### config.mk
export PLATFORM = sky130hd
export DESIGN_NAME = mux_rr_arbiter_flat
export DESIGN_NICKNAME = d
export VERILOG_FILES = /design/src/rtl/mux_rr_arbiter_pkg.sv /design/src/rtl/mux_rr_arbiter_if.sv /design/src/rtl/mux_rr_arbiter_mux7.sv /design/src/rtl/mux_rr_arbiter_rr_pick.sv /design/src/rtl/mux_rr_arbiter.sv /design/src/flat_wrapper.sv
export SDC_FILE = /design/constraint.sdc
export NUM_CORES = 1
export LEC_CHECK = 0
export CAP_MARGIN = 0
export CORE_ASPECT_RATIO = 0.75
export CORE_MARGIN = 2
export CORE_UTILIZATION = 35
export CTS_CLUSTER_DIAMETER = 50
export DETAILED_ROUTE_END_ITERATION = 7
export PLACE_DENSITY = 0.75
export SLEW_MARGIN = 20
export SYNTH_ARGS = -nofsm -noshare
export SYNTH_HDL_FRONTEND = slang
export SYNTH_SLANG_ARGS = --single-unit
### constraint.sdc
create_clock -name clk -period 7 [get_ports clk]
set_clock_uncertainty 0.05 [all_clocks]
set_input_delay 2.1 -clock clk [delete_from_list [all_inputs] [get_ports clk]]
set_output_delay 2.1 -clock clk [all_outputs]
set_load 0.005 [all_outputs]
### src/rtl/mux_rr_arbiter_pkg.sv
// ============================================================================
// Module   : mux_rr_arbiter_pkg
// Brief    : Shared constants and types for the round-robin mux arbiter.
// Revision : 1.0 - initial release
// ============================================================================
`default_nettype none

package mux_rr_arbiter_pkg;

    localparam int N_REQ = 7;
    localparam int SEL_W = 3;

    typedef logic [SEL_W-1:0] idx_t;

    typedef enum logic {
        IDLE = 1'b0,
        OWN  = 1'b1
    } state_t;

endpackage

`default_nettype wire

### src/rtl/mux_rr_arbiter_if.sv
// ============================================================================
// Module   : mux_rr_arbiter_if
// Brief    : Requester/downstream bundle for the round-robin mux arbiter.
// Revision : 1.0 - initial release
// ============================================================================
`default_nettype none

interface mux_rr_arbiter_if #(
    parameter int DATA_W = 32
);
    logic [mux_rr_arbiter_pkg::N_REQ-1:0]        req;
    logic [mux_rr_arbiter_pkg::N_REQ*DATA_W-1:0] req_data;
    logic [mux_rr_arbiter_pkg::N_REQ-1:0]        grant;
    logic [mux_rr_arbiter_pkg::N_REQ-1:0]        ack;
    mux_rr_arbiter_pkg::idx_t                    select;
    logic                                        out_valid;
    logic [DATA_W-1:0]                           out_data;
    logic                                        out_ready;
    logic                                        busy;

    // Agents and the downstream sink drive the bus as master.
    modport master (
        output req, req_data, out_ready,
        input  grant, ack, select, out_valid, out_data, busy
    );

    // The arbiter serves the bus as slave.
    modport slave (
        input  req, req_data, out_ready,
        output grant, ack, select, out_valid, out_data, busy
    );
endinterface

`default_nettype wire

### src/rtl/mux_rr_arbiter_mux7.sv
// ============================================================================
// Module   : mux7_sel
// Brief    : 7-input select mux; encoding 3'b111 returns zero.
// Revision : 1.0 - initial release
// ============================================================================
`default_nettype none

module mux7_sel
    import mux_rr_arbiter_pkg::*;
#(
    parameter int DATA_W = 32
) (
    input  wire idx_t                      i_sel,
    input  wire logic [N_REQ*DATA_W-1:0]   i_data,
    output logic [DATA_W-1:0]              o_data
);

    always_comb begin
        o_data = '0;
        if (int'(i_sel) < N_REQ) begin
            o_data = i_data[int'(i_sel)*DATA_W +: DATA_W];
        end
    end

endmodule

`default_nettype wire

### src/rtl/mux_rr_arbiter_rr_pick.sv
// ============================================================================
// Module   : rr_pick
// Brief    : Finds the first set request after the pointer, modulo 7.
// Revision : 1.0 - initial release
// ============================================================================
`default_nettype none

module rr_pick
    import mux_rr_arbiter_pkg::*;
(
    input  wire logic [N_REQ-1:0] i_req,
    input  wire idx_t             i_ptr,
    output logic                  o_found,
    output idx_t                  o_idx
);

    logic [7:0] w_req8;
    int         w_pos;

    assign w_req8 = {1'b0, i_req};

    // Scan farthest offset first so the nearest hit is the last one written.
    always_comb begin
        o_found = 1'b0;
        o_idx   = '0;
        w_pos   = 0;
        for (int off = N_REQ; off >= 1; off--) begin
            w_pos = (int'(i_ptr) + off) % N_REQ;
            if (w_req8[w_pos[2:0]]) begin
                o_found = 1'b1;
                o_idx   = idx_t'(w_pos);
            end
        end
    end

endmodule

`default_nettype wire

### src/rtl/mux_rr_arbiter.sv
// ============================================================================
// Module   : mux_rr_arbiter
// Brief    : 7-way round-robin arbiter with burst limit driving a select mux.
// Revision : 1.0 - initial release
// ============================================================================
`default_nettype none

module mux_rr_arbiter
    import mux_rr_arbiter_pkg::*;
#(
    parameter int DATA_W    = 32,
    parameter int MAX_BURST = 4
) (
    input  wire logic        clk,
    input  wire logic        reset_n,
    mux_rr_arbiter_if.slave  bus
);

    localparam logic [7:0] c_MAX  = 8'(MAX_BURST);
    localparam logic [7:0] c_LAST = 8'(MAX_BURST - 1);

    state_t             r_state;
    logic [N_REQ-1:0]   r_grant;
    idx_t               r_select;
    idx_t               r_ptr;
    logic [7:0]         r_beat_cnt;

    logic [7:0]         w_req8;
    logic               w_owner_req;
    logic               w_valid;
    logic               w_beat;
    logic               w_others;
    logic               w_found;
    idx_t               w_pick_idx;

    assign w_req8      = {1'b0, bus.req};
    assign w_owner_req = w_req8[r_select];
    assign w_valid     = (r_state == OWN) && w_owner_req;
    assign w_beat      = w_valid && bus.out_ready;
    assign w_others    = |(bus.req & ~r_grant);

    rr_pick u_pick (
        .i_req   (bus.req),
        .i_ptr   (r_ptr),
        .o_found (w_found),
        .o_idx   (w_pick_idx)
    );

    mux7_sel #(.DATA_W(DATA_W)) u_mux (
        .i_sel  (r_select),
        .i_data (bus.req_data),
        .o_data (bus.out_data)
    );

    always_ff @(posedge clk or negedge reset_n) begin
        if (!reset_n) begin
            r_state    <= IDLE;
            r_grant    <= '0;
            r_select   <= '0;
            r_ptr      <= idx_t'(N_REQ - 1);
            r_beat_cnt <= '0;
        end else begin
            case (r_state)
                IDLE: begin
                    if (w_found) begin
                        r_state    <= OWN;
                        r_grant    <= 7'b1 << w_pick_idx;
                        r_select   <= w_pick_idx;
                        r_beat_cnt <= '0;
                    end
                end
                OWN: begin
                    // Saturated count keeps the limit armed until a competitor shows up.
                    if (!w_owner_req || (w_beat && (r_beat_cnt >= c_LAST) && w_others)) begin
                        r_state  <= IDLE;
                        r_ptr    <= r_select;
                        r_grant  <= '0;
                        r_select <= '0;
                    end else if (w_beat && (r_beat_cnt != c_MAX)) begin
                        r_beat_cnt <= r_beat_cnt + 8'd1;
                    end
                end
                default: r_state <= IDLE;
            endcase
        end
    end

    assign bus.grant     = r_grant;
    assign bus.select    = r_select;
    assign bus.out_valid = w_valid;
    assign bus.ack       = w_beat ? r_grant : '0;
    assign bus.busy      = (r_state == OWN);

endmodule

`default_nettype wire

### src/flat_wrapper.sv
// flat-port wrapper written by rule: the top's interface ports become plain ports
module mux_rr_arbiter_flat import mux_rr_arbiter_pkg::*;
#(
    parameter int DATA_W    = 32,
    parameter int MAX_BURST = 4
)
  (clk, reset_n, bus_req, bus_req_data, bus_out_ready, bus_grant, bus_ack, bus_select, bus_out_valid, bus_out_data, bus_busy);
  mux_rr_arbiter_if #(.DATA_W(DATA_W)) bus_i ();
  input  wire logic clk;
  input  wire logic reset_n;
  input wire logic [$bits(bus_i.req)-1:0] bus_req;
  input wire logic [$bits(bus_i.req_data)-1:0] bus_req_data;
  input wire logic [$bits(bus_i.out_ready)-1:0] bus_out_ready;
  output wire logic [$bits(bus_i.grant)-1:0] bus_grant;
  output wire logic [$bits(bus_i.ack)-1:0] bus_ack;
  output wire logic [$bits(bus_i.select)-1:0] bus_select;
  output wire logic [$bits(bus_i.out_valid)-1:0] bus_out_valid;
  output wire logic [$bits(bus_i.out_data)-1:0] bus_out_data;
  output wire logic [$bits(bus_i.busy)-1:0] bus_busy;
  assign bus_i.req = bus_req;
  assign bus_i.req_data = bus_req_data;
  assign bus_i.out_ready = bus_out_ready;
  assign bus_grant = bus_i.grant;
  assign bus_ack = bus_i.ack;
  assign bus_select = bus_i.select;
  assign bus_out_valid = bus_i.out_valid;
  assign bus_out_data = bus_i.out_data;
  assign bus_busy = bus_i.busy;
  mux_rr_arbiter #(.DATA_W(DATA_W), .MAX_BURST(MAX_BURST)) u_core (.clk(clk), .reset_n(reset_n), .bus(bus_i));
endmodule
==> flow_summary.toml <==
[routing]
wl_um = 22020
drt-initial-drc-count = 423
vias = 5939
dr.pass1.iters = 6
remaining_drc_errors = 0
post_drt_wl_per_cell_um = 21.30
vias_per_cell = 5.744
ant_nets = 0

[critical_path]
crit_path_frequent_cell = "clkdlybuf4s50_1"
cp-end-kind = "output port"
max_stage_delay_ns = 0.58
worst_setup_path_start_kind = "input pin"
cp_slowest_cell = "clkdlybuf4s50_1"
crit_type = "in2out"
cp_top_family = "buffers and inverters"
cp_num_buf_inv = 2
worstPathRequired_ns = 4.85
worstPathCellList = "clkdlybuf4s50_1, mux2i_1, o221ai_1, o21ai_0, nor2b_1, nand2_1, nor2_1, clkdlybuf4s50_1"
arrival_ns = 4.45
critPathMaxFanout = 6

[final_layout]
n_fill_cell = 1281
ff_latch_area_um2 = 560.5
fin_nets = 1110
area_growth_pct = 61.44
multiInputGateArea_um2 = 4129
drive_gt1_share_pct = 11.62
fin_cells = 1034
stdcell_area_um2 = 8041

[cts]
holdBufCountCts = 0
cts_tree = "yes"
post_cts_buffers = 0
clock-sinks = 22
cts-root-buf = "clkbuf_16"
cts.clk_slew.worst_paths_ns = 0.06
cts.repair.resized = 0
cts_buffer_depth = 2
clock_latency_ns = 0.26
numCtsBuffers = 3
cts.htree.levels = 1

[yosys]
yosys.cell_count.top_type = "nand2_1"
synth.area.top_cells = "mux4_2, mux2i_1, dfrtp_1"
yosysWarnings = 0
synth-seq-area-share_pct = 11.10
synth_cell_type_count = 84
synthFlopType = "dfrtp_1"
yosys-top-cells-count = "nand2_1, nor2_1, mux2i_1, o21ai_0, a21oi_1"
ys_ff_latch = 22
synth_nets = 857
yosys.area.top_type_share_pct = 18.09
synth_area_um2 = 4981
synth_cells = 600
synthArstFlopShare_pct = 100.0
synth_edf_count = 0
syn_avg_cell_area_um2 = 8.302
synth_top_area_cell = "mux4_2"

[floorplanning]
rows = 37
io_pins = 285
core_um2 = 13800
initial_utilization_pct = 36.11
die_w_um = 141.8
die_area_um2 = 15210
chipHeight_um = 107.3

[timing]
maxSlewHeadroom_pct = 26.56
worstMarginPinSlew_ns = 1.102
setup_viol = 0
rsz0062_at_grt = "false"
post-route-period-util_pct = 94.28
slew_viol_final = 0
period_needed_ns = 6.600
fmax_mhz = 151.5
setup_tns_ns = 0
hold_viol_final = 0

[place]
post-dp-hpwl_um = 17910
placed_cells = 1023
place_area_um2 = 7924
place.port_buffers = 284
gp_congestion = 0.9298

[grt]
grt_usage_pct = 27.50
grt_overflow = 0
grt_max_degree = 72
grt_pass1_wl_um = 32010
antenna_found_initial = 7
grt_pass1_vias = 5671

[power]
powerDensity_nw_per_um2 = 475.2
p_leak_nw = 3.121
ir_drop_v = 0.0002721

[job]
cap_violations = 0

[hold_path]
hold_path_class = "reg2reg"

[run_status]
status = "finished clean"
[cell usage in the layout (no fill, tap or decap), types with 10 or more instances in the layout]
cell and instances:
dfrtp_1 18, mux2_2 10, clkdlybuf4s50_1 283, xnor2_1 11, mux2i_1 55, inv_1 21, a21oi_1 49, buf_4 10
o21ai_0 51, nand3_1 10, nor2_1 60, ha_1 23, mux4_2 40, nand2_1 61
[per-layer routing]
layer	global-route usage (%)	part of all wire [%]
met5	0	0
met3	5.694	8.4
met2	48.02	51
met1	34.30	38
met4	8.357	2.7
[path summary, 6_finish.rpt]
check,startpoint,to,slack (ns),cells past startpoint
hold / removal,u_core.bus.grant[3],u_core.bus.grant[3],0.50,1
max in group asynchronous,reset_n,u_core.bus.select[0],4.76,1
min in group asynchronous,reset_n,u_core.r_beat_cnt[2],1.76,1
setup / recovery,bus_req[4],bus_ack[3],0.40,8
hold reg to reg,u_core.bus.grant[3],u_core.bus.grant[3],0.50,1
setup reg to reg,u_core.r_ptr[1],u_core.bus.grant[4],0.98,18
[through the flow]
| stage | hold WS, ns | setup WS (ns) | utilization (%) | power (mW) |
|---|---|---|---|---|
| CTS | 0.4981 | 0.4241 | 58.20 | 3.781 |
| detailed placement | 0.4678 | 0.4340 | 57.44 | 3.604 |
| finish | 0.5032 | 0.4002 | 58.29 | 3.821 |
| global placement | 0.4608 | 0.4696 | 57.44 | 3.554 |
| floorplan | 0.4462 | 1.589 | - | 2.657 |
| global route | 0.5254 | 0.2315 | 58.29 | 4.143 |
[flip-flops by register name, summed over array words and instances (netlist names)]
name,count
u_core.r_beat_cnt,8
u_core.r_ptr,3
u_core.bus.busy,1
u_core.bus.grant,7
u_core.bus.select,3
[worst reg2reg max path, cell delays in order (launching register included)]
cell and delay (ns):
dfstp_2 0.75, inv_1 0.24, ha_1 0.78, inv_1 0.23, ha_1 0.26, ha_1 0.27, a31oi_4 0.19, xnor2_2 0.22
inv_1 0.09, ha_1 0.32, a2111oi_4 0.46, or2_1 0.34, a311oi_1 0.16, o21bai_2 0.21, mux2i_2 0.12, and3_4 0.21
a31oi_4 0.42, nand2b_1 0.22, o32ai_1 0.36
[cells by family (layout without fill, tap and decap cells)]
family | Yosys count | count (layout) | share of synthesized area [%]
XOR/XNOR | 21 | 21 | 4.295
adder cells (fa/ha/maj) | 23 | 23 | 5.778
AND/OR/NAND/NOR | 178 | 178 | 16.53
other | 0 | 7 | 0
buffers and inverters | 72 | 324 | 6.054
AO/OA/AOI/OAI | 178 | 178 | 24.57
multiplexers | 106 | 106 | 31.68
flip-flops | 22 | 22 | 11.10
[area by class of cell]
type	instances	area share (%)
Multi-Input combinational cell	506	51.35
Clock inverter	1	0.3734
Antenna cell	7	0.2178
Timing Repair Buffer	294	36.22
Inverter	26	1.214
Sequential cell	22	6.971
Clock buffer	3	0.9336
Tap cell	175	2.723
[power breakdown]
part / switching (mW) / internal (mW) / total [mW]
sequential: 0.142 / 0.173 / 0.316
clock: 0.0473 / 0.114 / 0.161
combinational: 1.73 / 1.61 / 3.34
total: 1.92 / 1.90 / 3.82
Note: power is estimated with default switching activity, not from simulation.
